===== src/rtl/iq_wakeup_select.sv =====
// Issue-queue wakeup/select: tracks per-entry valid/ready state, wakes operands from CAM match vectors,
// and grants up to two ready entries per cycle, lowest index first. Grants are combinational from registered state.
module iq_wakeup_select #(
  parameter int IQ_DEPTH = 16,
  parameter int IQ_INDEX = 4
) (
  input  logic                       clk,
  input  logic                       reset,
  input  logic [3:0]                 disp_we_i,
  input  logic [4*IQ_INDEX-1:0]      disp_addr_i,
  input  logic [3:0]                 disp_rdy1_i,
  input  logic [3:0]                 disp_rdy2_i,
  input  logic [5:0]                 bcast_valid_i,
  input  logic [6*IQ_DEPTH-1:0]      src1_match_i,
  input  logic [6*IQ_DEPTH-1:0]      src2_match_i,
  input  logic                       stall_i,
  input  logic                       flush_i,
  output logic                       grant0_valid_o,
  output logic [IQ_INDEX-1:0]        grant0_idx_o,
  output logic                       grant1_valid_o,
  output logic [IQ_INDEX-1:0]        grant1_idx_o,
  output logic [IQ_INDEX:0]          free_cnt_o,
  output logic                       error_o
);

  logic [IQ_DEPTH-1:0] valid, rdy1, rdy2, req;
  logic [IQ_DEPTH-1:0] wake1, wake2, issue_mask;
  logic [IQ_DEPTH-1:0] disp_hit, disp_r1, disp_r2;
  logic [IQ_DEPTH-1:0] valid_n, rdy1_n, rdy2_n;
  logic [IQ_INDEX:0]   free_n;
  logic                disp_err;
  logic                g0_found, g1_found, grant_en;
  logic [IQ_INDEX-1:0] g0_idx, g1_idx;

  assign req      = valid & rdy1 & rdy2;
  assign grant_en = ~stall_i & ~flush_i;

  always_comb begin
    g0_found = 1'b0;
    g1_found = 1'b0;
    g0_idx   = '0;
    g1_idx   = '0;
    for (int i = 0; i < IQ_DEPTH; i++) begin
      if (req[i]) begin
        if (!g0_found) begin
          g0_found = 1'b1;
          g0_idx   = IQ_INDEX'(i);
        end else if (!g1_found) begin
          g1_found = 1'b1;
          g1_idx   = IQ_INDEX'(i);
        end
      end
    end
  end

  assign grant0_valid_o = g0_found & grant_en;
  assign grant1_valid_o = g1_found & grant_en;
  assign grant0_idx_o   = grant0_valid_o ? g0_idx : '0;
  assign grant1_idx_o   = grant1_valid_o ? g1_idx : '0;

  always_comb begin
    issue_mask = '0;
    if (grant0_valid_o) issue_mask[g0_idx] = 1'b1;
    if (grant1_valid_o) issue_mask[g1_idx] = 1'b1;
  end

  always_comb begin
    wake1 = '0;
    wake2 = '0;
    for (int i = 0; i < IQ_DEPTH; i++) begin
      for (int k = 0; k < 6; k++) begin
        wake1[i] = wake1[i] | (bcast_valid_i[k] & src1_match_i[k*IQ_DEPTH+i]);
        wake2[i] = wake2[i] | (bcast_valid_i[k] & src2_match_i[k*IQ_DEPTH+i]);
      end
    end
  end

  // Ports are walked in ascending order so the highest-numbered port wins a duplicate address.
  always_comb begin
    disp_hit = '0;
    disp_r1  = '0;
    disp_r2  = '0;
    disp_err = 1'b0;
    for (int k = 0; k < 4; k++) begin
      if (disp_we_i[k]) begin
        if (valid[disp_addr_i[k*IQ_INDEX +: IQ_INDEX]]) disp_err = 1'b1;
        for (int j = 0; j < k; j++) begin
          if (disp_we_i[j] &&
              disp_addr_i[j*IQ_INDEX +: IQ_INDEX] == disp_addr_i[k*IQ_INDEX +: IQ_INDEX])
            disp_err = 1'b1;
        end
        disp_hit[disp_addr_i[k*IQ_INDEX +: IQ_INDEX]] = 1'b1;
        disp_r1[disp_addr_i[k*IQ_INDEX +: IQ_INDEX]]  = disp_rdy1_i[k];
        disp_r2[disp_addr_i[k*IQ_INDEX +: IQ_INDEX]]  = disp_rdy2_i[k];
      end
    end
  end

  // Dispatch overrides both issue and wakeup; a match on the written index is for the stale tag.
  always_comb begin
    valid_n = (valid & ~issue_mask) | disp_hit;
    rdy1_n  = ((rdy1 | (wake1 & valid)) & ~disp_hit) | (disp_r1 & disp_hit);
    rdy2_n  = ((rdy2 | (wake2 & valid)) & ~disp_hit) | (disp_r2 & disp_hit);
    if (flush_i) valid_n = '0;
    free_n = '0;
    for (int i = 0; i < IQ_DEPTH; i++)
      free_n = free_n + {{IQ_INDEX{1'b0}}, ~valid_n[i]};
  end

  always_ff @(posedge clk) begin
    if (reset) begin
      valid      <= '0;
      rdy1       <= '0;
      rdy2       <= '0;
      free_cnt_o <= (IQ_INDEX+1)'(IQ_DEPTH);
      error_o    <= 1'b0;
    end else begin
      valid      <= valid_n;
      rdy1       <= rdy1_n;
      rdy2       <= rdy2_n;
      free_cnt_o <= free_n;
      // Dispatches squashed by a flush never write, so they are not treated as protocol errors.
      if (disp_err && !flush_i) error_o <= 1'b1;
    end
  end

endmodule


===== config.mk =====
export PLATFORM = sky130hd
export DESIGN_NAME = iq_wakeup_select
export DESIGN_NICKNAME = d
export VERILOG_FILES = /design/src/rtl/iq_wakeup_select.sv
export SDC_FILE = /design/constraint.sdc
export NUM_CORES = 1
export LEC_CHECK = 0
export CORE_MARGIN = 2
export CORE_UTILIZATION = 48
export CTS_CLUSTER_DIAMETER = 100
export CTS_CLUSTER_SIZE = 10
export DETAILED_ROUTE_END_ITERATION = 8
export PLACE_DENSITY = 0.84
export REMOVE_ABC_BUFFERS = 1
export SKIP_CTS_REPAIR_TIMING = 1
export SLEW_MARGIN = 15
export SYNTH_ARGS = -nofsm -noshare
export SYNTH_HDL_FRONTEND = slang
export SYNTH_SLANG_ARGS = --single-unit

===== constraint.sdc =====
create_clock -name clk -period 8.65 [get_ports clk]
set_clock_uncertainty 0.05 [all_clocks]
set_input_delay 2.1625 -clock clk [delete_from_list [all_inputs] [get_ports clk]]
set_output_delay 2.1625 -clock clk [all_outputs]
set_load 0.01 [all_outputs]

* Yosys cells after proc, flatten, opt, wreduce, memory -nomap -nowiden *
Index checks and enable logic that the tools add are counted.

cells by class
  equal/unequal tests = 6
  bitwise logic cells = 395
  add/sub/neg operators = 15
  multiplexer cells = 177
  reduce and logical (&&, ||, !) cells = 14
  order comparisons = 12

operator list
  cell                                                                   count
  4-bit two-way mux                                                      74
  16-bit two-way mux                                                     15
  1-bit bitwise AND                                                      195
  16-bit bitwise AND                                                     11
  1-bit OR                                                               160
  16-bit OR                                                              9
  16-bit bitwise mux                                                     6
  1-bit two-way mux                                                      72
  5-bit by 1-bit adder with 5-bit output                                 11
  16-bit inverter                                                        2
  4-bit by 5-bit < comparator with 1-bit output, second input constant   6
  1-bit demux with 4-bit select                                          6
  4-bit == test                                                          6
  4-bit by 1-bit >= comparator with 1-bit output, second input constant  6
  1-bit inverter                                                         18
  1-bit binary-select mux with 4-bit select                              4
  1-bit logical AND                                                      13
  4-bit by 1-bit adder with 5-bit output                                 1
  3-bit by 1-bit adder with 4-bit output                                 1
  2-bit by 1-bit adder with 3-bit output                                 1
  1-bit by 1-bit adder with 2-bit output                                 1
  1-bit logical NOT                                                      1

word-level totals
  flip-flop bits (word level) = 54
  bits of input ports = 230

* Longest topological paths before layout *
  depth after elaboration = 73
  gate-level depth with buffers = 25

* Worst setup path before layout *
OpenSTA, ideal clock, no wires.

  path type = input -> register
  from = input port disp_addr_i[14]
  to = register free_cnt_o[3]
  required time = 8472 ps
  setup slack = 1694 ps
  setup time = 128 ps
  arrival time = 6779 ps
  buffers on the path = 1
  cell stages on the path = 19
  path through = clkbuf_1 -> or3b_2 -> nor3_1 -> inv_1 -> nand2_1 -> nor3b_1 -> and3b_1 -> a211o_1 -> fa_1 -> fa_1 -> fa_1 -> inv_1 -> fa_1 -> inv_1 -> ha_1 -> a21o_1 -> a21oi_1 -> xor2_1 -> nor2_1

on the way
  longest elaborated chain between the ends = 24
  elaborated cells on any way between the ends = 40
  classes of those cells = 15 x add/sub; 2 x order compare; 4 x mux; 18 x bitwise; 1 x reduce/logical

RTL lines
  item                                                                                                                                          line  text
  start: declaration                                                                                                                            10    input logic [4*IQ_INDEX-1:0] disp_addr_i,
  4-bit by 5-bit < comparator with 1-bit output (implied by the code) / 4-bit by 1-bit >= comparator with 1-bit output (equally long branches)  92    disp_hit[disp_addr_i[k*IQ_INDEX +: IQ_INDEX]] = 1'b1;
  1-bit logical AND (implied by the code)                                                                                                       92
  1-bit two-way mux (implied by the code)                                                                                                       92
  1-bit demux with 4-bit select (*)                                                                                                             92
  16-bit OR (no source line) (*)                                                                                                                -
  16-bit two-way mux (*)                                                                                                                        85    if (disp_we_i[k]) begin
  16-bit OR (*)                                                                                                                                 101   valid_n = (valid & ~issue_mask) | disp_hit;
  16-bit two-way mux (*)                                                                                                                        104   if (flush_i) valid_n = '0;
  1-bit inverter                                                                                                                                107   free_n = free_n + {{IQ_INDEX{1'b0}}, ~valid_n[i]};
  1-bit by 1-bit adder with 2-bit output                                                                                                        107
  2-bit by 1-bit adder with 3-bit output                                                                                                        107
  3-bit by 1-bit adder with 4-bit output                                                                                                        107
  4-bit by 1-bit adder with 5-bit output                                                                                                        107
  5-bit by 1-bit adder with 5-bit output (10 in series)                                                                                         107
  5-bit by 1-bit adder with 5-bit output (*)                                                                                                    107
  end signal: assignment                                                                                                                        115   free_cnt_o <= (IQ_INDEX+1)'(IQ_DEPTH);
  end signal: assignment                                                                                                                        121   free_cnt_o <= free_n;
  end: declaration                                                                                                                              22    output logic [IQ_INDEX:0] free_cnt_o,

Every way passes the cells marked *; elsewhere a longest branch is shown, timed or not.
A chain may end at the register's enable or synchronous reset.

* Worst setup path after layout *
  from = register valid[1]
  to = register free_cnt_o[3]

on the way
  longest elaborated chain between the ends = 71
  elaborated cells on any way between the ends = 168
  classes of those cells = 15 x add/sub; 4 x order compare; 123 x mux; 24 x bitwise; 2 x reduce/logical

RTL lines
  item                                                           line  text
  start: declaration                                             26    logic [IQ_DEPTH-1:0] valid, rdy1, rdy2, req;
  start signal: assignment                                       118   valid <= valid_n;
  16-bit bitwise AND (2 in series)                               35    assign req = valid & rdy1 & rdy2;
  4-bit two-way mux / 1-bit two-way mux (equally long branches)  44    if (req[i]) begin
  4-bit two-way mux                                              48    end else if (!g1_found) begin
  4-bit two-way mux                                              45    if (!g0_found) begin
  4-bit two-way mux                                              44
  4-bit two-way mux                                              48
  4-bit two-way mux                                              45
  4-bit two-way mux                                              44
  [... 45 more ...]                                              -
  16-bit two-way mux (*)                                         104
  1-bit inverter                                                 107
  1-bit by 1-bit adder with 2-bit output                         107
  2-bit by 1-bit adder with 3-bit output                         107
  3-bit by 1-bit adder with 4-bit output                         107
  4-bit by 1-bit adder with 5-bit output                         107
  5-bit by 1-bit adder with 5-bit output (10 in series)          107
  5-bit by 1-bit adder with 5-bit output (*)                     107

Marks and branches as above.

==> metrics.cfg <==
[clock_tree]
clock_sinks = 54
cts_buffer_depth = 2
cts_buffers = 5
h-tree-depth = 2
clk_pin_slew_ns = 0.08
clock_latency_ns = 0.30
cts_tree = done
cts_root_buf = clkbuf_16

[drt]
routedWlPerCell_um = 22.3
first_pass_iters = 6
viasPerCell = 6.88
postRouteAntennaNets = 0
drc = 0
routed-via-count = 9859
routed_wl_mm = 31.9
drt_iter0_markers = 1223

[synth]
ys_async_sr_fraction = 0
ys_seq_elements = 54
synth_cell_types = 84
synth_flop_cell = dfxtp_1
synth_seq_area_share = 0.145
synth_edf_count = 0
synth_warnings = 0
syn_avg_cell_area_um2 = 7.11
syn_area_um2 = 7470
synth_cells = 1050

[grt]
grt_usage = 0.376
antenna_found_initial = 0
grt_pass1_vias = 9174
grt_first_pass_wirelength_mm = 49.5
grt_overflow = 0
grt_max_degree = 41

[placed_design]
gp_routability_congestion = 1.00
dpl.hpwl_mm = 24.4
placed_cell_area_um2 = 9970
place_worst_setup_slack_ns = 0.824
numPortBuffers = 245

[status]
status = complete, no violations

[final_layout]
multi_input_area_um2 = 5980
stdcell_area_um2 = 10100
drive_gt1_frac = 0.0619
n_antenna_cell = 0
nets = 1492
seqCellArea_um2 = 1080
fill_cells = 1348
area_growth_pct = 35.4

[pwr]
leakage_nw = 3.64
power_density_nw_per_um2 = 89.6
peakVddDrop_uv = 124

[floorplan]
die_h_um = 129
dieArea_um2 = 16600
fp.dieW_um = 129
io_pins = 246
core-area_um2 = 15200
num_rows = 45
initial_core_util = 0.491

[sta]
setup_viol = 0
maxClockFrequency_ghz = 0.131
slew_violations = 0
slew_headroom = 0.365
fin_ws_ns = 0.993
setup_tns_ns = 0
min_period_ns = 7.66
finalHoldViolCount = 0
rsz0062_at_grt = no
period_share = 0.885
worst_pin_slew_ns = 0.950

[worst_setup_path]
required_ns = 8.78
cp_max_fo = 13
arrival_ns = 7.78
crit_path_end_kind = flip-flop
critPathKind = reg -> reg
startpoint_type = flip-flop

[hold_path]
worstHoldPathType = reg -> reg

[run]
max_cap_violations = 0

## registers in the layout (all words and copies together), names as in the netlist
signal      flops
valid          16
rdy2           16
error_o         1
free_cnt_o      5
rdy1           16
## cell type report
type | instances | area share
Clock buffer | 6 | 0.0127
Clock inverter | 2 | 0.00136
Inverter | 18 | 0.00668
Multi-Input combinational cell | 898 | 0.591
Sequential cell | 54 | 0.107
Tap cell | 188 | 0.0233
Timing Repair Buffer | 266 | 0.258
## metal layers
layer | up-vias | part of all wire | track usage
li1 | 4411 | - | -
met1 | 4539 | 0.38 | 0.472
met2 | 773 | 0.44 | 0.608
met3 | 136 | 0.12 | 0.0873
met4 | 0 | 0.057 | 0.180
met5 | - | 0 | 0
## power by group
part | leakage, nW | switching, W | internal (W)
logic | 3.13 | 0.000189 | 0.000219
registers | 0.441 | 0.0000222 | 0.000272
clock network | 0.0708 | 0.0000955 | 0.000108
total | 3.64 | 0.000307 | 0.000599
## worst max-delay path, cell delays in order, from the launching register on
cell,delay (ns)
dfxtp_1,0.44
and3_1,0.31
inv_1,0.11
ha_1,0.43
and4_1,0.58
a221oi_1,0.22
a2111oi_0,0.51
a21oi_1,0.20
o311a_1,0.43
or4_1,0.60
nor4_1,0.40
or4_1,0.26
fa_1,0.48
fa_1,0.42
fa_1,0.52
inv_1,0.06
fa_1,0.59
inv_1,0.06
ha_1,0.29
a21o_1,0.18
a21oi_1,0.17
xor2_1,0.16
nor2_1,0.06
## cells in the mapped netlist, types with 16 or more instances
cell,instances,area (µm²)
a22oi_1,97,728
and3_1,17,106
inv_1,18,67.6
dfxtp_1,54,1080
nand3_1,55,275
nor2_1,141,529
xor2_1,19,166
a21oi_1,95,475
mux4_2,16,360
nor4_1,16,100
o21ai_0,56,280
nor3_1,36,180
mux2i_1,21,210
nand2_1,69,259
nand2b_1,16,100
a211oi_1,44,330
clkbuf_1,61,229
## final timing paths
| kind | endpoint | from | cells after the start | slack (ns) |
|---|---|---|---|---|
| max | free_cnt_o[3]$_SDFF_PP0_ | valid[1]$_SDFF_PP0_ | 22 | 0.99 |
| min | error_o$_SDFFE_PP0P_ | error_o$_SDFFE_PP0P_ | 2 | 0.45 |
| max reg2reg | free_cnt_o[3]$_SDFF_PP0_ | valid[1]$_SDFF_PP0_ | 22 | 0.99 |
| min reg2reg | error_o$_SDFFE_PP0P_ | error_o$_SDFFE_PP0P_ | 2 | 0.45 |
## logic make-up (layout without fill, tap and decap cells)
logic type,Yosys count,count (layout),synth area share
AOI/OAI and AO/OA,377,377,0.341
xor gates and xnor gates,26,26,0.0305
adders and majority gates,22,22,0.0459
buffers and inverters,98,292,0.0548
DFF,54,54,0.145
muxes,42,42,0.0920
and+or+nand+nor,431,431,0.291
## per-stage QoR
| stage | total power [W] | cells | util | hold slack (ns) |
|---|---|---|---|---|
| floorplan | 0.000470 | 970 | - | 0.453 |
| global placement | 0.000692 | 1424 | 0.656 | 0.414 |
| detailed placement | 0.000699 | 1424 | 0.656 | 0.429 |
| CTS | 0.000899 | 1432 | 0.665 | 0.447 |
| global route | 0.000953 | 1432 | 0.665 | 0.481 |
| finish | 0.000906 | 1432 | 0.665 | 0.450 |
## cells in the final DEF (no fill, tap or decap), drive strengths merged, types with 18 or more instances in the layout
cell | Yosys | final
dfxtp | 54 | 54
o21ai | 57 | 57
inv | 18 | 18
a22oi | 97 | 97
nor4 | 18 | 18
a21oi | 95 | 95
nand2 | 70 | 70
nor2 | 141 | 141
nor3 | 37 | 37
clkdlybuf4s50 | 0 | 245
xor2 | 19 | 19
nand3 | 60 | 60
buf | 18 | 21
mux4 | 20 | 20
mux2i | 21 | 21
a211oi | 45 | 45
Note: power is estimated with default switching activity, not from simulation.
